File: src/rtl/rc4_pkg.sv
// rc4_pkg -- shared RC4 constants and type definitions.
// Used by the encrypt core, its swap sub-unit and the decrypt path.
//   KEY_BYTES : key length in bytes (k[i mod KEY_BYTES])
//   MSG_LEN   : message length in bytes
//   S_SIZE    : number of entries in the S permutation memory
//   rc4_state_t : top-level controller states
//   swap_step_t : sub-steps of one read/read/write/write swap
package rc4_pkg;

  localparam int unsigned KEY_BYTES = 3;
  localparam int unsigned MSG_LEN   = 32;
  localparam int unsigned S_SIZE    = 256;

  typedef enum logic [2:0] {
    ST_IDLE,
    ST_INIT,
    ST_KSA,
    ST_PRGA,
    ST_DONE
  } rc4_state_t;

  // One S access per cycle; memory read data arrives two cycles after the address.
  typedef enum logic [2:0] {
    SW_RD_A,
    SW_WAIT_A,
    SW_CAP_A,
    SW_RD_B,
    SW_WAIT_B,
    SW_CAP_B,
    SW_WR_A,
    SW_WR_B
  } swap_step_t;

  // Plaintext byte is acceptable when it is a lowercase letter or a space.
  function automatic logic pt_char_ok(input logic [7:0] c);
    return ((c >= 8'h61) && (c <= 8'h7A)) || (c == 8'h20);
  endfunction

endpackage

File: src/rtl/rc4_encrypt_core_if.sv
// rc4_encrypt_core_if -- control and memory-port bundle of rc4_encrypt_core.
//   start/key            : run request and 24-bit key (controller -> core)
//   finish/busy/pt_error : run status (core -> controller)
//   s_addr/s_wdata/s_wren/s_rdata : 256x8 S memory port (2-cycle read latency)
//   pt_addr/pt_rdata     : 32x8 plaintext read port (2-cycle read latency)
//   ct_addr/ct_wdata/ct_wren : 32x8 ciphertext write port
// Modports: slave = the core, master = controller/memories side.
interface rc4_encrypt_core_if;
  import rc4_pkg::*;

  localparam int unsigned MSG_AW = $clog2(MSG_LEN);

  logic                     start;
  logic [8*KEY_BYTES-1:0]   key;
  logic                     finish;
  logic                     busy;
  logic                     pt_error;
  logic [7:0]               s_addr;
  logic [7:0]               s_wdata;
  logic                     s_wren;
  logic [7:0]               s_rdata;
  logic [MSG_AW-1:0]        pt_addr;
  logic [7:0]               pt_rdata;
  logic [MSG_AW-1:0]        ct_addr;
  logic [7:0]               ct_wdata;
  logic                     ct_wren;

  modport slave (
    input  start, key, s_rdata, pt_rdata,
    output finish, busy, pt_error, s_addr, s_wdata, s_wren,
           pt_addr, ct_addr, ct_wdata, ct_wren
  );

  modport master (
    output start, key, s_rdata, pt_rdata,
    input  finish, busy, pt_error, s_addr, s_wdata, s_wren,
           pt_addr, ct_addr, ct_wdata, ct_wren
  );

endinterface

File: src/rtl/rc4_swap_unit.sv
// rc4_swap_unit -- reads S[a], derives b = j_in + S[a] + j_add, reads S[b],
// then writes S[a] = old S[b] and S[b] = old S[a]. Shared by KSA and PRGA.
//   clk, rst_n      : clock, asynchronous active-low reset
//   go              : start a swap (accepted only while not active)
//   idx_a/j_in/j_add: first index, running j, extra addend (key byte or 0)
//   s_rdata         : S memory read data (2-cycle latency)
//   s_addr/s_wdata/s_wren : S memory port, all zero while idle
//   active          : a swap is in progress
//   done            : one-cycle pulse during the final write
//   j_out/sa/sb     : new j (= b), old S[a], old S[b]; held after done
module rc4_swap_unit
  import rc4_pkg::*;
(
  input  logic       clk,
  input  logic       rst_n,
  input  logic       go,
  input  logic [7:0] idx_a,
  input  logic [7:0] j_in,
  input  logic [7:0] j_add,
  input  logic [7:0] s_rdata,
  output logic [7:0] s_addr,
  output logic [7:0] s_wdata,
  output logic       s_wren,
  output logic       active,
  output logic       done,
  output logic [7:0] j_out,
  output logic [7:0] sa,
  output logic [7:0] sb
);

  swap_step_t step;
  logic [7:0] a_q;
  logic [7:0] j_q;
  logic [7:0] add_q;

  always_ff @(posedge clk or negedge rst_n) begin
    if (!rst_n) begin
      active <= 1'b0;
      step   <= SW_RD_A;
      a_q    <= '0;
      j_q    <= '0;
      add_q  <= '0;
      j_out  <= '0;
      sa     <= '0;
      sb     <= '0;
    end else if (!active) begin
      if (go) begin
        active <= 1'b1;
        step   <= SW_RD_A;
        a_q    <= idx_a;
        j_q    <= j_in;
        add_q  <= j_add;
      end
    end else begin
      case (step)
        SW_CAP_A: begin
          sa    <= s_rdata;
          j_out <= j_q + s_rdata + add_q;
        end
        SW_CAP_B: sb <= s_rdata;
        default: ;
      endcase
      if (step == SW_WR_B) begin
        active <= 1'b0;
        step   <= SW_RD_A;
      end else begin
        step <= swap_step_t'(step + 3'd1);
      end
    end
  end

  // When a == b both writes hit one address; the second write restores old S[a].
  always_comb begin
    s_addr  = '0;
    s_wdata = '0;
    s_wren  = 1'b0;
    done    = 1'b0;
    if (active) begin
      case (step)
        SW_RD_A: s_addr = a_q;
        SW_RD_B: s_addr = j_out;
        SW_WR_A: begin
          s_addr  = a_q;
          s_wdata = sb;
          s_wren  = 1'b1;
        end
        SW_WR_B: begin
          s_addr  = j_out;
          s_wdata = sa;
          s_wren  = 1'b1;
          done    = 1'b1;
        end
        default: ;
      endcase
    end
  end

endmodule

File: src/rtl/rc4_encrypt_core.sv
// rc4_encrypt_core -- RC4 encryption of a 32-byte message with a 3-byte key
// using external S, plaintext and ciphertext memories.
//   clk   : rising-edge system clock (CLOCK_50 domain)
//   rst_n : asynchronous active-low reset, aborts any run
//   bus   : rc4_encrypt_core_if.slave -- start/key in, finish/busy/pt_error out,
//           S memory port, plaintext read port, ciphertext write port
// Optional feature: define RC4_PLAINTEXT_CHECK_EN to flag (sticky pt_error)
// any plaintext byte that is not 'a'..'z' or space; otherwise pt_error is 0.
module rc4_encrypt_core
  import rc4_pkg::*;
(
  input logic               clk,
  input logic               rst_n,
  rc4_encrypt_core_if.slave bus
);

  rc4_state_t  state, nstate;
  logic [2:0]  step;
  logic [7:0]  i;
  logic [7:0]  j;
  logic [4:0]  k;
  logic [1:0]  kc;
  logic [23:0] key_q;

  logic        swap_go;
  logic [7:0]  swap_add;
  logic [7:0]  swap_addr, swap_wdata;
  logic        swap_wren, swap_active, swap_done;
  logic [7:0]  swap_j, swap_sa, swap_sb;
  logic        ct_write;

  rc4_swap_unit u_swap (
    .clk     (clk),
    .rst_n   (rst_n),
    .go      (swap_go),
    .idx_a   (i),
    .j_in    (j),
    .j_add   (swap_add),
    .s_rdata (bus.s_rdata),
    .s_addr  (swap_addr),
    .s_wdata (swap_wdata),
    .s_wren  (swap_wren),
    .active  (swap_active),
    .done    (swap_done),
    .j_out   (swap_j),
    .sa      (swap_sa),
    .sb      (swap_sb)
  );

  always_ff @(posedge clk or negedge rst_n) begin
    if (!rst_n) state <= ST_IDLE;
    else        state <= nstate;
  end

  always_comb begin
    nstate = state;
    case (state)
      ST_IDLE: if (bus.start) nstate = ST_INIT;
      ST_INIT: if (i == 8'hFF) nstate = ST_KSA;
      ST_KSA:  if ((step != 3'd0) && swap_done && (i == 8'hFF)) nstate = ST_PRGA;
      ST_PRGA: if ((step == 3'd5) && (k == 5'd31)) nstate = ST_DONE;
      ST_DONE: nstate = ST_IDLE;
      default: nstate = ST_IDLE;
    endcase
  end

  // KSA: step 0 launches the swap, step 1 waits for it.
  // PRGA: 0 advance i, 1 launch swap, 2 wait, 3 read S[sa+sb], 4 wait, 5 write ct.
  always_ff @(posedge clk or negedge rst_n) begin
    if (!rst_n) begin
      step  <= '0;
      i     <= '0;
      j     <= '0;
      k     <= '0;
      kc    <= '0;
      key_q <= '0;
    end else begin
      case (state)
        ST_IDLE: begin
          if (bus.start) begin
            key_q <= bus.key;
            step  <= '0;
            i     <= '0;
            j     <= '0;
            k     <= '0;
            kc    <= '0;
          end
        end
        ST_INIT: i <= i + 8'd1;
        ST_KSA: begin
          if (step == 3'd0) begin
            step <= 3'd1;
          end else if (swap_done) begin
            step <= 3'd0;
            kc   <= (kc == 2'd2) ? 2'd0 : kc + 2'd1;
            if (i == 8'hFF) begin
              i <= '0;
              j <= '0;
            end else begin
              i <= i + 8'd1;
              j <= swap_j;
            end
          end
        end
        ST_PRGA: begin
          case (step)
            3'd0: begin
              i    <= i + 8'd1;
              step <= 3'd1;
            end
            3'd1: step <= 3'd2;
            3'd2: begin
              if (swap_done) begin
                j    <= swap_j;
                step <= 3'd3;
              end
            end
            3'd3: step <= 3'd4;
            3'd4: step <= 3'd5;
            default: begin
              step <= 3'd0;
              k    <= k + 5'd1;
            end
          endcase
        end
        default: ;
      endcase
    end
  end

  always_comb begin
    bus.busy     = (state == ST_INIT) || (state == ST_KSA) || (state == ST_PRGA);
    bus.finish   = (state == ST_DONE);
    swap_go      = ((state == ST_KSA) && (step == 3'd0)) ||
                   ((state == ST_PRGA) && (step == 3'd1));
    swap_add     = '0;
    if (state == ST_KSA) begin
      case (kc)
        2'd0:    swap_add = key_q[23:16];
        2'd1:    swap_add = key_q[15:8];
        default: swap_add = key_q[7:0];
      endcase
    end
    bus.s_addr   = '0;
    bus.s_wdata  = '0;
    bus.s_wren   = 1'b0;
    if (swap_active) begin
      bus.s_addr  = swap_addr;
      bus.s_wdata = swap_wdata;
      bus.s_wren  = swap_wren;
    end else if (state == ST_INIT) begin
      bus.s_addr  = i;
      bus.s_wdata = i;
      bus.s_wren  = 1'b1;
    end else if ((state == ST_PRGA) && (step == 3'd3)) begin
      bus.s_addr  = swap_sa + swap_sb;
    end
    ct_write     = (state == ST_PRGA) && (step == 3'd5);
    bus.pt_addr  = (state == ST_PRGA) ? k : '0;
    bus.ct_addr  = ct_write ? k : '0;
    bus.ct_wdata = ct_write ? (bus.s_rdata ^ bus.pt_rdata) : '0;
    bus.ct_wren  = ct_write;
  end

`ifdef RC4_PLAINTEXT_CHECK_EN
  logic pt_err_q;

  always_ff @(posedge clk or negedge rst_n) begin
    if (!rst_n) begin
      pt_err_q <= 1'b0;
    end else if ((state == ST_IDLE) && bus.start) begin
      pt_err_q <= 1'b0;
    end else if (ct_write && !pt_char_ok(bus.pt_rdata)) begin
      pt_err_q <= 1'b1;
    end
  end

  assign bus.pt_error = pt_err_q;
`else
  assign bus.pt_error = 1'b0;
`endif

endmodule

File: src/flat_wrapper.sv
// flat-port wrapper written by rule: the top's interface ports become plain ports
module rc4_encrypt_core_flat import rc4_pkg::*;
  (clk, rst_n, bus_start, bus_key, bus_s_rdata, bus_pt_rdata, bus_finish, bus_busy, bus_pt_error, bus_s_addr, bus_s_wdata, bus_s_wren, bus_pt_addr, bus_ct_addr, bus_ct_wdata, bus_ct_wren);
  rc4_encrypt_core_if bus_i ();
  input logic clk;
  input logic rst_n;
  input wire logic [$bits(bus_i.start)-1:0] bus_start;
  input wire logic [$bits(bus_i.key)-1:0] bus_key;
  input wire logic [$bits(bus_i.s_rdata)-1:0] bus_s_rdata;
  input wire logic [$bits(bus_i.pt_rdata)-1:0] bus_pt_rdata;
  output wire logic [$bits(bus_i.finish)-1:0] bus_finish;
  output wire logic [$bits(bus_i.busy)-1:0] bus_busy;
  output wire logic [$bits(bus_i.pt_error)-1:0] bus_pt_error;
  output wire logic [$bits(bus_i.s_addr)-1:0] bus_s_addr;
  output wire logic [$bits(bus_i.s_wdata)-1:0] bus_s_wdata;
  output wire logic [$bits(bus_i.s_wren)-1:0] bus_s_wren;
  output wire logic [$bits(bus_i.pt_addr)-1:0] bus_pt_addr;
  output wire logic [$bits(bus_i.ct_addr)-1:0] bus_ct_addr;
  output wire logic [$bits(bus_i.ct_wdata)-1:0] bus_ct_wdata;
  output wire logic [$bits(bus_i.ct_wren)-1:0] bus_ct_wren;
  assign bus_i.start = bus_start;
  assign bus_i.key = bus_key;
  assign bus_i.s_rdata = bus_s_rdata;
  assign bus_i.pt_rdata = bus_pt_rdata;
  assign bus_finish = bus_i.finish;
  assign bus_busy = bus_i.busy;
  assign bus_pt_error = bus_i.pt_error;
  assign bus_s_addr = bus_i.s_addr;
  assign bus_s_wdata = bus_i.s_wdata;
  assign bus_s_wren = bus_i.s_wren;
  assign bus_pt_addr = bus_i.pt_addr;
  assign bus_ct_addr = bus_i.ct_addr;
  assign bus_ct_wdata = bus_i.ct_wdata;
  assign bus_ct_wren = bus_i.ct_wren;
  rc4_encrypt_core u_core (.clk(clk), .rst_n(rst_n), .bus(bus_i));
endmodule
File: config.mk
export PLATFORM = sky130hd
export DESIGN_NAME = rc4_encrypt_core_flat
export DESIGN_NICKNAME = d
export VERILOG_FILES = /design/src/rtl/rc4_pkg.sv /design/src/rtl/rc4_encrypt_core_if.sv /design/src/rtl/rc4_swap_unit.sv /design/src/rtl/rc4_encrypt_core.sv /design/src/flat_wrapper.sv
export SDC_FILE = /design/constraint.sdc
export NUM_CORES = 1
export LEC_CHECK = 0
export ABC_AREA = 1
export CAP_MARGIN = 40
export CORE_UTILIZATION = 30
export CTS_CLUSTER_SIZE = 25
export DETAILED_ROUTE_END_ITERATION = 6
export GPL_TIMING_DRIVEN = 0
export PLACE_DENSITY = 0.44
export SLEW_MARGIN = 10
export SYNTH_ARGS = -nofsm -noshare
export SYNTH_HDL_FRONTEND = slang
export SYNTH_HIERARCHICAL = 1
export SYNTH_SLANG_ARGS = --single-unit
File: constraint.sdc
create_clock -name clk -period 2.8 [get_ports clk]
set_input_delay 0.56 -clock clk [delete_from_list [all_inputs] [get_ports clk]]
set_output_delay 0.56 -clock clk [all_outputs]
set_load 0.02 [all_outputs]
==> Word level (Yosys, flattened, before mapping) <==
Index checks and enable logic that the tools add are counted.
W data, S select, Z words.
{ "classes": {"addsub": 7, "multipliers": 0, "div": 0, "order_cmp": 0, "n_eq_ne": 30, "shifts": 0, "n_mux": 54, "bitwise_logic": 2, "n_reduce_logical": 34} }
{ "op_table": {"columns": ["cell", "count"], "rows": [
  ["$mux W8", 17],
  ["$pmux W8 S2", 3],
  ["$mux W3", 11],
  ["$pmux W8 S4", 1],
  ["$add A8 B8 Y8", 3],
  ["$pmux W8 S3", 1],
  ["$mux W5", 4],
  ["$eq A3 B2 Y1 const B", 6],
  ["$eq A3 B3 Y1 const B", 6],
  ["$pmux W3 S5", 1],
  ["$ne A2 B1 Y1 const B", 6],
  ["$pmux W3 S4", 1],
  ["$reduce_and A4 Y1", 3],
  ["$pmux W5 S2", 1],
  ["$logic_not A3 Y1", 3],
  ["$pmux W3 S3", 1],
  ["$add A8 B1 Y8 const B", 1],
  ["$eq A8 B8 Y1 const B", 1],
  ["$mux W1", 8],
  ["$mux W2", 4],
  ["$ne A2 B2 Y1 const B", 4],
  ["$reduce_and A2 Y1", 4],
  ["$xor A8 B8 Y8", 1],
  ["$logic_and A1 B1 Y1", 7],
  ["other kinds (21)", 29]
]} }
{ "word_totals": {"regBits": 105, "latch_bits": 0, "ram_bits": 0, "rom_bits": 0, "inputBits": 43, "word_cells": 142, "memories": 0} }

==> Longest topological paths before layout <==
Gate-level depths: netlist (run 1).
{ "logic_depth": {"word_depth": 7, "mapped_depth": 12, "depth_no_buf": 11} }

==> Cells and area by module <==
Netlist (run 1), hierarchy kept.
{ "by_module_without_submodules": {"columns": ["mod", "n_inst", "cells_each", "area_per_inst_um2"], "rows": [
  ["rc4_encrypt_core", 1, 501, 3651.0],
  ["rc4_swap_unit", 1, 303, 2840.2]
]} }

==> Least setup slack after synthesis (run 1) <==
OpenSTA, ideal clock, no wires.
{ "synth_timing": {"kind": "reg-to-output", "from": "register u_core.u_swap.step[0]", "to": "output bus_s_addr[7]", "t_arrival_ns": 1.660, "required_ns": 2.240, "setup_slack_ns": 0.580, "path_stages_with_launch": 11, "path_buffers": 1, "cell_sequence": "dfrtp_1 > ha_1 > ha_1 > or2_2 > clkbuf_1 > nand2_1 > a21oi_1 > nand2_1 > o21ai_0 > inv_1 > nand2_1"} }
{ "synth_between": {"elab_chain_cells": 4, "word_cells_on_any_way": 8, "cone_classes": "3 x eq/ne; 2 x mux; 3 x reduce/logical"} }
{ "synth_rtl": {"columns": ["item", "line", "source"], "rows": [
  ["start, declared", "rc4_swap_unit.sv:31", "swap_step_t step;"],
  ["start signal, assigned", "rc4_swap_unit.sv:67", "step <= swap_step_t'(step + 3'd1);"],
  ["$eq A3 B3 Y1, or another cell as far along", "rc4_swap_unit.sv:79", "case (step)"],
  ["$reduce_or A2 Y1 (no line)", null, null],
  ["$pmux W8 S2 *", "rc4_swap_unit.sv:79", null],
  ["named net u_core.swap_addr[7]", "rc4_encrypt_core.sv:27", "logic [7:0] swap_addr, swap_wdata;"],
  ["$mux W8 *", "rc4_encrypt_core.sv:147", "if (swap_active) begin"],
  ["end, declared", "flat_wrapper.sv:14", "output wire logic [$bits(bus_i.s_addr)-1:0] bus_s_addr;"]
]} }
Mark *: on every way through the listed nets, which the timed path passes. The rest lies on a longest branch.

==> Final worst setup path (run 1) <==
{ "layout_timing": {"from": "register u_core.u_swap.sa[0]", "to": "output bus_s_addr[4]"} }
{ "layout_between": {"elab_chain_cells": 4} }
{ "layout_rtl": {"columns": ["item", "line", "source"], "rows": [
  ["start, declared", "rc4_swap_unit.sv:27", "output logic [7:0] sa,"],
  ["start signal, assigned", "rc4_swap_unit.sv:57", "sa <= s_rdata;"],
  ["$add A8 B8 Y8", "rc4_encrypt_core.sv:156", "bus.s_addr = swap_sa + swap_sb;"],
  ["$mux W8", "rc4_encrypt_core.sv:155", "end else if ((state == ST_PRGA) && (step == 3'd3)) begin"],
  ["$mux W8", "rc4_encrypt_core.sv:151", "end else if (state == ST_INIT) begin"],
  ["$mux W8", "rc4_encrypt_core.sv:147", null]
]} }
Every way passes these cells.

==> impl_metrics.prom, run 1 <==
# TYPE chip_impl_metric gauge
chip_impl_metric{name="peak_supply_drop",unit="mV"} 0.232
chip_impl_metric{name="syn_area_per_cell",unit="µm²"} 8.07
chip_impl_metric{name="grt_start_max_net_pins",unit=""} 55
chip_impl_metric{name="worst_path_maximum_fanout",unit=""} 3
chip_impl_metric{name="cp_data_arrival_time",unit="ps"} 2160
chip_impl_metric{name="grt_antenna_before_repair",unit=""} 0
chip_impl_metric{name="initial_core_util",unit="%"} 30.8
chip_impl_metric{name="multi_input_combinational_cell_area",unit="mm²"} 0.00342
chip_impl_metric{name="fillers",unit=""} 2235
chip_impl_info{name="ys_dominant_reg_cell",value="sky130_fd_sc_hd__dfrtp_1"} 1
chip_impl_metric{name="gpl.final_weighted_congestion",unit=""} 0.862
chip_impl_metric{name="overflow",unit=""} 0
chip_impl_metric{name="cts-root-to-sink-buffers",unit=""} 2
chip_impl_metric{name="finalWirelength",unit="µm"} 19100
chip_impl_metric{name="antenna_violating_nets_post_route",unit=""} 0
chip_impl_metric{name="design.portCount",unit=""} 82
chip_impl_info{name="grt_setup_unrepaired",value="true"} 1
chip_impl_info{name="tritoncts",value="done"} 1
chip_impl_metric{name="syn-num-nets",unit=""} 878
chip_impl_metric{name="global_route_wire_length_before_repair",unit="µm"} 30500
chip_impl_metric{name="post_synth_inst_count",unit=""} 804
chip_impl_info{name="outcome",value="finished, final reports clean"} 1
chip_impl_metric{name="placedInstanceArea",unit="mm²"} 0.00766
chip_impl_metric{name="synth_fa_ha_area_share",unit="%"} 7.02
chip_impl_metric{name="finalClockSkew",unit="ps"} 8.33
chip_impl_metric{name="tightestPinTransition",unit="ps"} 535
chip_impl_metric{name="viasPerCell",unit=""} 4.68
chip_impl_info{name="cts-root-buf",value="sky130_fd_sc_hd__clkbuf_16"} 1
chip_impl_metric{name="cts.reportedPaths.clkPinSlew",unit="ps"} 80
chip_impl_metric{name="synth-seq-area-share",unit="%"} 40.5
chip_impl_metric{name="fp.dieH",unit="µm"} 149
chip_impl_metric{name="fin_crit",unit="ps"} 2720
chip_impl_metric{name="syn-cell-area",unit="mm²"} 0.00649
chip_impl_metric{name="finalNonFillerCells",unit=""} 1185
chip_impl_metric{name="max_freq",unit="GHz"} 0.368
chip_impl_metric{name="fin_worst_hold_slack",unit="ps"} 124
chip_impl_info{name="worstSetupEndpointType",value="output pin"} 1
chip_impl_metric{name="synth_compound_gate_area_share",unit="%"} 8.08
chip_impl_metric{name="route.vias.total",unit=""} 5543
chip_impl_metric{name="seqCellArea",unit="mm²"} 0.00263
chip_impl_metric{name="slew_violations",unit=""} 0
chip_impl_metric{name="core",unit="mm²"} 0.0211
chip_impl_metric{name="finalCritPeriodShare",unit="%"} 97.2
chip_impl_info{name="synth_area_leaders",value="sky130_fd_sc_hd__dfrtp_1, sky130_fd_sc_hd__nand2_1, sky130_fd_sc_hd__mux2_2"} 1
chip_impl_info{name="synth_most_common_cell",value="sky130_fd_sc_hd__nand2_1"} 1
chip_impl_info{name="startpoint_type",value="flop"} 1
chip_impl_metric{name="static-leakage-power",unit="nW"} 3.94
chip_impl_metric{name="netlist.area_leader.share",unit="%"} 40.5
chip_impl_metric{name="dp.final_hpwl",unit="µm"} 14600
chip_impl_metric{name="synth_simple_gate_area_share",unit="%"} 26.2
chip_impl_metric{name="cts_buffers",unit=""} 9
chip_impl_metric{name="synth_enable_flop_cells",unit=""} 0
chip_impl_metric{name="grt.total_usage",unit="%"} 18.3
chip_impl_metric{name="max-cap-violations",unit=""} 0
chip_impl_metric{name="placed_cell_count",unit=""} 1160
chip_impl_metric{name="yosysUniqueCellTypes",unit=""} 39
chip_impl_metric{name="firstDrtPassIters",unit=""} 5
chip_impl_info{name="cp-startpoint",value="u_core/u_swap/sa[0]$_DFFE_PN0P_"} 1
chip_impl_metric{name="cts_max_level",unit=""} 3
chip_impl_metric{name="die-area",unit="mm²"} 0.0222
chip_impl_metric{name="rrSetupSlack",unit="ps"} 450
chip_impl_metric{name="number_of_inserted_diodes",unit=""} 0
chip_impl_metric{name="worst-r2r-cell-count",unit=""} 9
chip_impl_info{name="critical_path_class",value="flop to output pin"} 1
chip_impl_metric{name="synth_xor_xnor_area_share",unit="%"} 2.16
chip_impl_metric{name="area_delta_synth_final",unit="%"} 23.5
chip_impl_metric{name="setup_viol_count_final",unit=""} 0
chip_impl_metric{name="clk-insertion-delay-late",unit="ps"} 360
chip_impl_metric{name="power_density",unit="mW/mm²"} 491
chip_impl_metric{name="slew-limit-headroom",unit="%"} 64.4
chip_impl_metric{name="synth_seq_cells",unit=""} 105
chip_impl_info{name="timing.rr.end",value="u_core/u_swap/j_q[1]$_DFFE_PN0P_"} 1
chip_impl_metric{name="hold_violations",unit=""} 0
chip_impl_metric{name="wl_per_cell",unit="µm"} 16.1
chip_impl_metric{name="grt_pass1_vias",unit=""} 5296
chip_impl_info{name="reg2reg_from",value="u_core/state[2]$_DFFE_PN0P_"} 1
chip_impl_metric{name="layout.nets",unit=""} 979
chip_impl_metric{name="finalSetupTns",unit="ps"} 0
chip_impl_metric{name="fin_area",unit="mm²"} 0.00802
chip_impl_metric{name="place.port_buffers",unit=""} 80
chip_impl_metric{name="synth_mux_area_share",unit="%"} 8.56
chip_impl_metric{name="die_x",unit="µm"} 149
chip_impl_metric{name="number_of_clock_sinks_seen_by_cts",unit=""} 105
chip_impl_metric{name="drc",unit=""} 0
chip_impl_info{name="netlist_top_cells_count",value="sky130_fd_sc_hd__nand2_1, sky130_fd_sc_hd__dfrtp_1, sky130_fd_sc_hd__inv_1"} 1
chip_impl_metric{name="yosysWarningCount",unit=""} 6
chip_impl_metric{name="fraction_of_final_layout_cells_sized_beyond_drive_strength_1",unit="%"} 16.7
chip_impl_info{name="netlist.top_cell.by_area",value="sky130_fd_sc_hd__dfrtp_1"} 1
chip_impl_info{name="min-delay-path-class",value="input pin to asynchronous set/reset pin"} 1
chip_impl_info{name="largest_family_of_logic_cells_by_synthesized_area",value="simple AND/OR/NAND/NOR gates"} 1
chip_impl_metric{name="number_of_core_rows",unit=""} 53
chip_impl_metric{name="critPathRequiredTime",unit="ps"} 2240
chip_impl_metric{name="cts_hold_repair.buffers",unit=""} 0
chip_impl_metric{name="post_synth_arst_share",unit="%"} 100
chip_impl_metric{name="drt-initial-drc-count",unit=""} 339
[cell usage in the layout, fill, tap and decap left out, types with 8 or more instances in the layout]
cell type and instances:
sky130_fd_sc_hd__dfrtp_1 105, sky130_fd_sc_hd__nand3_1 60, sky130_fd_sc_hd__buf_6 10, sky130_fd_sc_hd__a21oi_1 33
sky130_fd_sc_hd__a21oi_2 8, sky130_fd_sc_hd__mux2_2 28, sky130_fd_sc_hd__dlygate4sd2_1 9, sky130_fd_sc_hd__nand4_1 8
sky130_fd_sc_hd__mux2_4 16, sky130_fd_sc_hd__clkdlybuf4s50_1 49, sky130_fd_sc_hd__clkbuf_2 8, sky130_fd_sc_hd__nand2_1 250
sky130_fd_sc_hd__buf_4 15, sky130_fd_sc_hd__fa_1 8, sky130_fd_sc_hd__inv_1 70, sky130_fd_sc_hd__ha_1 21
sky130_fd_sc_hd__clkbuf_16 9, sky130_fd_sc_hd__o21ai_0 41, sky130_fd_sc_hd__buf_2 15, sky130_fd_sc_hd__nor2_1 57
sky130_fd_sc_hd__xnor2_1 14
[sequential cells by signal, summed over array words and instances (netlist names)]
register              count
u_core/u_swap/sb          8
u_core/i                  8
u_core/kc                 2
u_core/u_swap/a_q         8
u_core/u_swap/sa          8
u_core/k                  5
u_core/u_swap/step        3
u_core/u_swap/j_q         8
u_core/step               3
u_core/key_q             24
u_core/u_swap/active      1
u_core/j                  8
u_core/u_swap/j_out       8
u_core/u_swap/add_q       8
u_core/state              3
[cells by family (layout without fill, tap and decap cells)]
family          Yosys count  count (layout)
other cells               1               1
simple gates            402             402
fa+ha+maj                31              31
xor+xnor                 16              16
flops                   105             105
mux                      44              44
compound gates           99              99
buf+inv                 106             212
[repair_timing]
action	CTS	global route
buffers inserted	4	5
gates resized for setup	61	48
setup endpoints to repair	27	29
pin swaps	1	2
gates cloned	0	1
[routing by layer]
layer	wire length, µm	vias up	global-route usage [%]
met5	0	-	0
li1	-	2794	-
met2	8920	87	29.0
met3	631	11	2.66
met4	195	0	4.29
met1	9380	2651	26.3
[worst max-delay path, stage by stage (launching register included)]
cell and delay [ps]:
sky130_fd_sc_hd__dfrtp_1 420, sky130_fd_sc_hd__ha_1 260, sky130_fd_sc_hd__fa_2 380, sky130_fd_sc_hd__nand3_1 80
sky130_fd_sc_hd__nand2_1 60, sky130_fd_sc_hd__or2_2 270, sky130_fd_sc_hd__nand3_1 90, sky130_fd_sc_hd__a21oi_2 70
sky130_fd_sc_hd__buf_4 170
[worst max path at each step]
stage	endpoint	depth (start not counted)	slack [ps]
after floorplan	bus_s_addr[7]	10	580
after global placement	u_core/key_q[22]$_DFFE_PN0P_	1	-3340
after detailed placement	bus_s_addr[4]	10	-140
after CTS	bus_s_wren	6	3
after global routing	bus_s_addr[5]	13	-20
final	bus_s_addr[4]	8	80
[cell type report]
type,count,area share [%]
Multi-Input combinational cell,593,42.7
Sequential cell,105,32.8
Timing Repair Buffer,91,10.5
Tap cell,275,4.29
Inverter,81,3.84
Clock buffer,9,2.81
Buffer,24,2.33
Clock inverter,7,0.796
[report_power, final]
group	total [W]	leakage [nW]	internal (W)	switching (W)
Clock	0.00127	0.145	0.000624	0.000647
Combinational	0.000839	2.52	0.000385	0.000454
Sequential	0.00183	1.27	0.00169	0.000141
[metrics by stage]
step | util [%] | worst slack (ps) | total power [W]
final | 38.0 | 79.8 | 0.00394
after global routing | 38.0 | -20.4 | 0.00417
after CTS | 37.8 | 2.98 | 0.00402
after detailed placement | 36.3 | -143 | 0.00277
after global placement | 36.2 | -3340 | 0.00276
after floorplan | - | 580 | 0.00236
(Power assumes the default switching activity.)
==> run 2, diff against run 1 <==
Settings changed: PLACE_DENSITY 0.44 to 0.58.
==> impl_metrics.prom, run 2 (synthesis results as in run 1) <==
# TYPE chip_impl_metric gauge
chip_impl_metric{name="gpl.final_weighted_congestion",unit=""} 0.858
chip_impl_metric{name="wl_per_cell",unit="µm"} 14.7
chip_impl_metric{name="core",unit="mm²"} 0.0211
chip_impl_metric{name="wl_met1",unit="µm"} 8180
chip_impl_metric{name="antenna_violating_nets_post_route",unit=""} 0
chip_impl_info{name="min-delay-path-class",value="input pin to asynchronous set/reset pin"} 1
chip_impl_info{name="layout.cells.most_common",value="sky130_fd_sc_hd__nand2_1"} 1
chip_impl_metric{name="worst_path_maximum_fanout",unit=""} 8
chip_impl_metric{name="seqCellArea",unit="mm²"} 0.00263
chip_impl_metric{name="utilization",unit="%"} 37.9
chip_impl_metric{name="cts_buffers",unit=""} 9
chip_impl_metric{name="finalClockSkew",unit="ps"} 9.96
chip_impl_metric{name="grt.total_usage",unit="%"} 16.4
chip_impl_metric{name="number_of_core_rows",unit=""} 53
chip_impl_metric{name="hold_violations",unit=""} 0
chip_impl_metric{name="dp.final_hpwl",unit="µm"} 13300
chip_impl_metric{name="fin_worst_hold_slack",unit="ps"} 106
chip_impl_info{name="most-common-layout-cells",value="sky130_fd_sc_hd__nand2_1, sky130_fd_sc_hd__dfrtp_1, sky130_fd_sc_hd__inv_1"} 1
chip_impl_metric{name="slew_violations",unit=""} 0
chip_impl_metric{name="design.portCount",unit=""} 82
chip_impl_metric{name="power_density",unit="mW/mm²"} 493
chip_impl_metric{name="fp.dieH",unit="µm"} 149
chip_impl_metric{name="overflow",unit=""} 0
chip_impl_metric{name="die_x",unit="µm"} 149
chip_impl_metric{name="cts-root-to-sink-buffers",unit=""} 2
chip_impl_info{name="timing.critical_path.mode_cell",value="sky130_fd_sc_hd__nand2_1"} 1
chip_impl_metric{name="fraction_of_final_layout_cells_sized_beyond_drive_strength_1",unit="%"} 15.0
chip_impl_metric{name="drc",unit=""} 0
chip_impl_info{name="registers.top_by_ff_count",value="u_core/key_q"} 1
chip_impl_metric{name="finalWirelength",unit="µm"} 17300
chip_impl_metric{name="static-leakage-power",unit="nW"} 3.96
chip_impl_metric{name="met3WireLength",unit="µm"} 714
chip_impl_metric{name="cp_data_arrival_time",unit="ps"} 2130
chip_impl_info{name="worstPathCellList",value="buf_4 > inv_1 > ha_1 > buf_6 > nand2_1 > nand2_4 > nand2_1 > a21oi_1 > nand2_1 > o21ai_0 > inv_1 > nand2_1 > buf_2"} 1
chip_impl_metric{name="clk-insertion-delay-late",unit="ps"} 360
chip_impl_info{name="tritoncts",value="done"} 1
chip_impl_info{name="worstSetupEndpointType",value="output pin"} 1
chip_impl_metric{name="grt_pass1_vias",unit=""} 5354
chip_impl_metric{name="wl_met2",unit="µm"} 8080
chip_impl_metric{name="fin_crit",unit="ps"} 2690
chip_impl_metric{name="cts.reportedPaths.clkPinSlew",unit="ps"} 80
chip_impl_info{name="maxUsedRoutingLayer",value="met4"} 1
chip_impl_metric{name="place.port_buffers",unit=""} 80
chip_impl_metric{name="fillers",unit=""} 2182
chip_impl_metric{name="setup_viol_count_final",unit=""} 0
chip_impl_metric{name="layout.nets",unit=""} 975
chip_impl_metric{name="area_delta_synth_final",unit="%"} 23.3
chip_impl_metric{name="finalCritPeriodShare",unit="%"} 96.1
chip_impl_info{name="startpoint_type",value="flop"} 1
chip_impl_metric{name="critPathRequiredTime",unit="ps"} 2240
chip_impl_metric{name="global_route_wire_length_before_repair",unit="µm"} 28100
chip_impl_metric{name="critPathMaxStageDelay",unit="ps"} 390
chip_impl_metric{name="die-area",unit="mm²"} 0.0222
chip_impl_metric{name="number_of_inserted_diodes",unit=""} 0
chip_impl_info{name="critical_path_class",value="flop to output pin"} 1
chip_impl_metric{name="grt_antenna_before_repair",unit=""} 0
chip_impl_metric{name="grt_start_max_net_pins",unit=""} 68
chip_impl_metric{name="viasPerCell",unit=""} 4.72
chip_impl_info{name="cts-root-buf",value="sky130_fd_sc_hd__clkbuf_16"} 1
chip_impl_metric{name="number_of_clock_sinks_seen_by_cts",unit=""} 105
chip_impl_metric{name="largest_register_ffs",unit=""} 24
chip_impl_metric{name="route.vias.total",unit=""} 5572
chip_impl_metric{name="cts_max_level",unit=""} 3
chip_impl_metric{name="multi_input_combinational_cell_area",unit="mm²"} 0.00341
chip_impl_metric{name="max_freq",unit="GHz"} 0.372
chip_impl_info{name="outcome",value="finished, final reports clean"} 1
chip_impl_metric{name="peak_supply_drop",unit="mV"} 0.307
chip_impl_metric{name="firstDrtPassIters",unit=""} 5
chip_impl_metric{name="drt-initial-drc-count",unit=""} 393
chip_impl_metric{name="max-cap-violations",unit=""} 0
chip_impl_info{name="cp_slowest_cell",value="sky130_fd_sc_hd__dfrtp_1"} 1
chip_impl_metric{name="initial_core_util",unit="%"} 30.8
chip_impl_metric{name="sum_of_internal_switching_and_leakage_power",unit="W"} 0.00394
## run 2: cell count changes in the layout (fill, tap and decap cells not counted), sizes merged
cell / delta
clkdlybuf4s50: -1
dlygate4sd2: +4
dlymetal6s2s: +1
buf: -5
clkbuf: -3
## run 2: metal layers
metal	track usage, %	vias to the layer above
li1	-	2790
met1	22.7	2635
met2	26.2	123
met3	2.84	24
met4	4.59	0
met5	0	-
## run 2: power by group
part	leakage, nW	internal (W)	switching [W]
clock network	0.148	0.000632	0.000646
registers	1.27	0.00169	0.000134
logic	2.54	0.000385	0.000458
## run 2: timing repair
item / CTS / global route
resized for setup: 58 / 28
hold buffers: 0 / 0
setup endpoints to repair: 27 / 28
setup buffers: 2 / 4
pin swaps: 1 / 2
## run 2: area by class of cell
class                      count  share of cell area (%)
buffer                        24                    2.30
multi-input combinational    593                    42.6
tap                          275                    4.30
inverter                      81                    3.85
sequential                   105                    32.8
timing repair buffer          87                    10.4
clock inverter                 7                   0.938
clock buffer                   9                    2.81
## run 2: through the flow
| stage | area [µm²] | worst slack, ps | cells | TNS, ps |
|---|---|---|---|---|
| after floorplan | 6490 | 580 | 804 | 0 |
| after global placement | 7640 | -3130 | 1159 | -328350 |
| after detailed placement | 7660 | -178 | 1160 | -762 |
| after CTS | 7960 | 3.81 | 1177 | 0 |
| after global routing | 8000 | -1.40 | 1181 | -1.40 |
| final | 8000 | 108 | 1181 | 0 |
## run 2: final timing paths
path	from	endpoint	slack [ps]	cells past startpoint
worst max-delay path	u_core/u_swap/step[0]$_DFFE_PN0P_	bus_s_addr[5]	110	13
worst min register to register	u_core/k[3]$_DFFE_PN0P_	u_core/k[3]$_DFFE_PN0P_	460	1
min in group clk	u_core/k[3]$_DFFE_PN0P_	u_core/k[3]$_DFFE_PN0P_	460	1
worst max register to register	u_core/u_swap/j_q[1]$_DFFE_PN0P_	u_core/u_swap/j_out[7]$_DFFE_PN0P_	620	9
max in group asynchronous	rst_n	u_core/state[2]$_DFFE_PN0P_	2040	2
worst min-delay path	rst_n	u_core/u_swap/j_q[5]$_DFFE_PN0P_	110	1
## run 2: critical path, delay by kind of cell (launching register included)
family	cells	cell delay (ps)
simple gates	5	400
buf+inv	5	590
compound gates	2	240
flops	1	390
fa+ha+maj	1	160
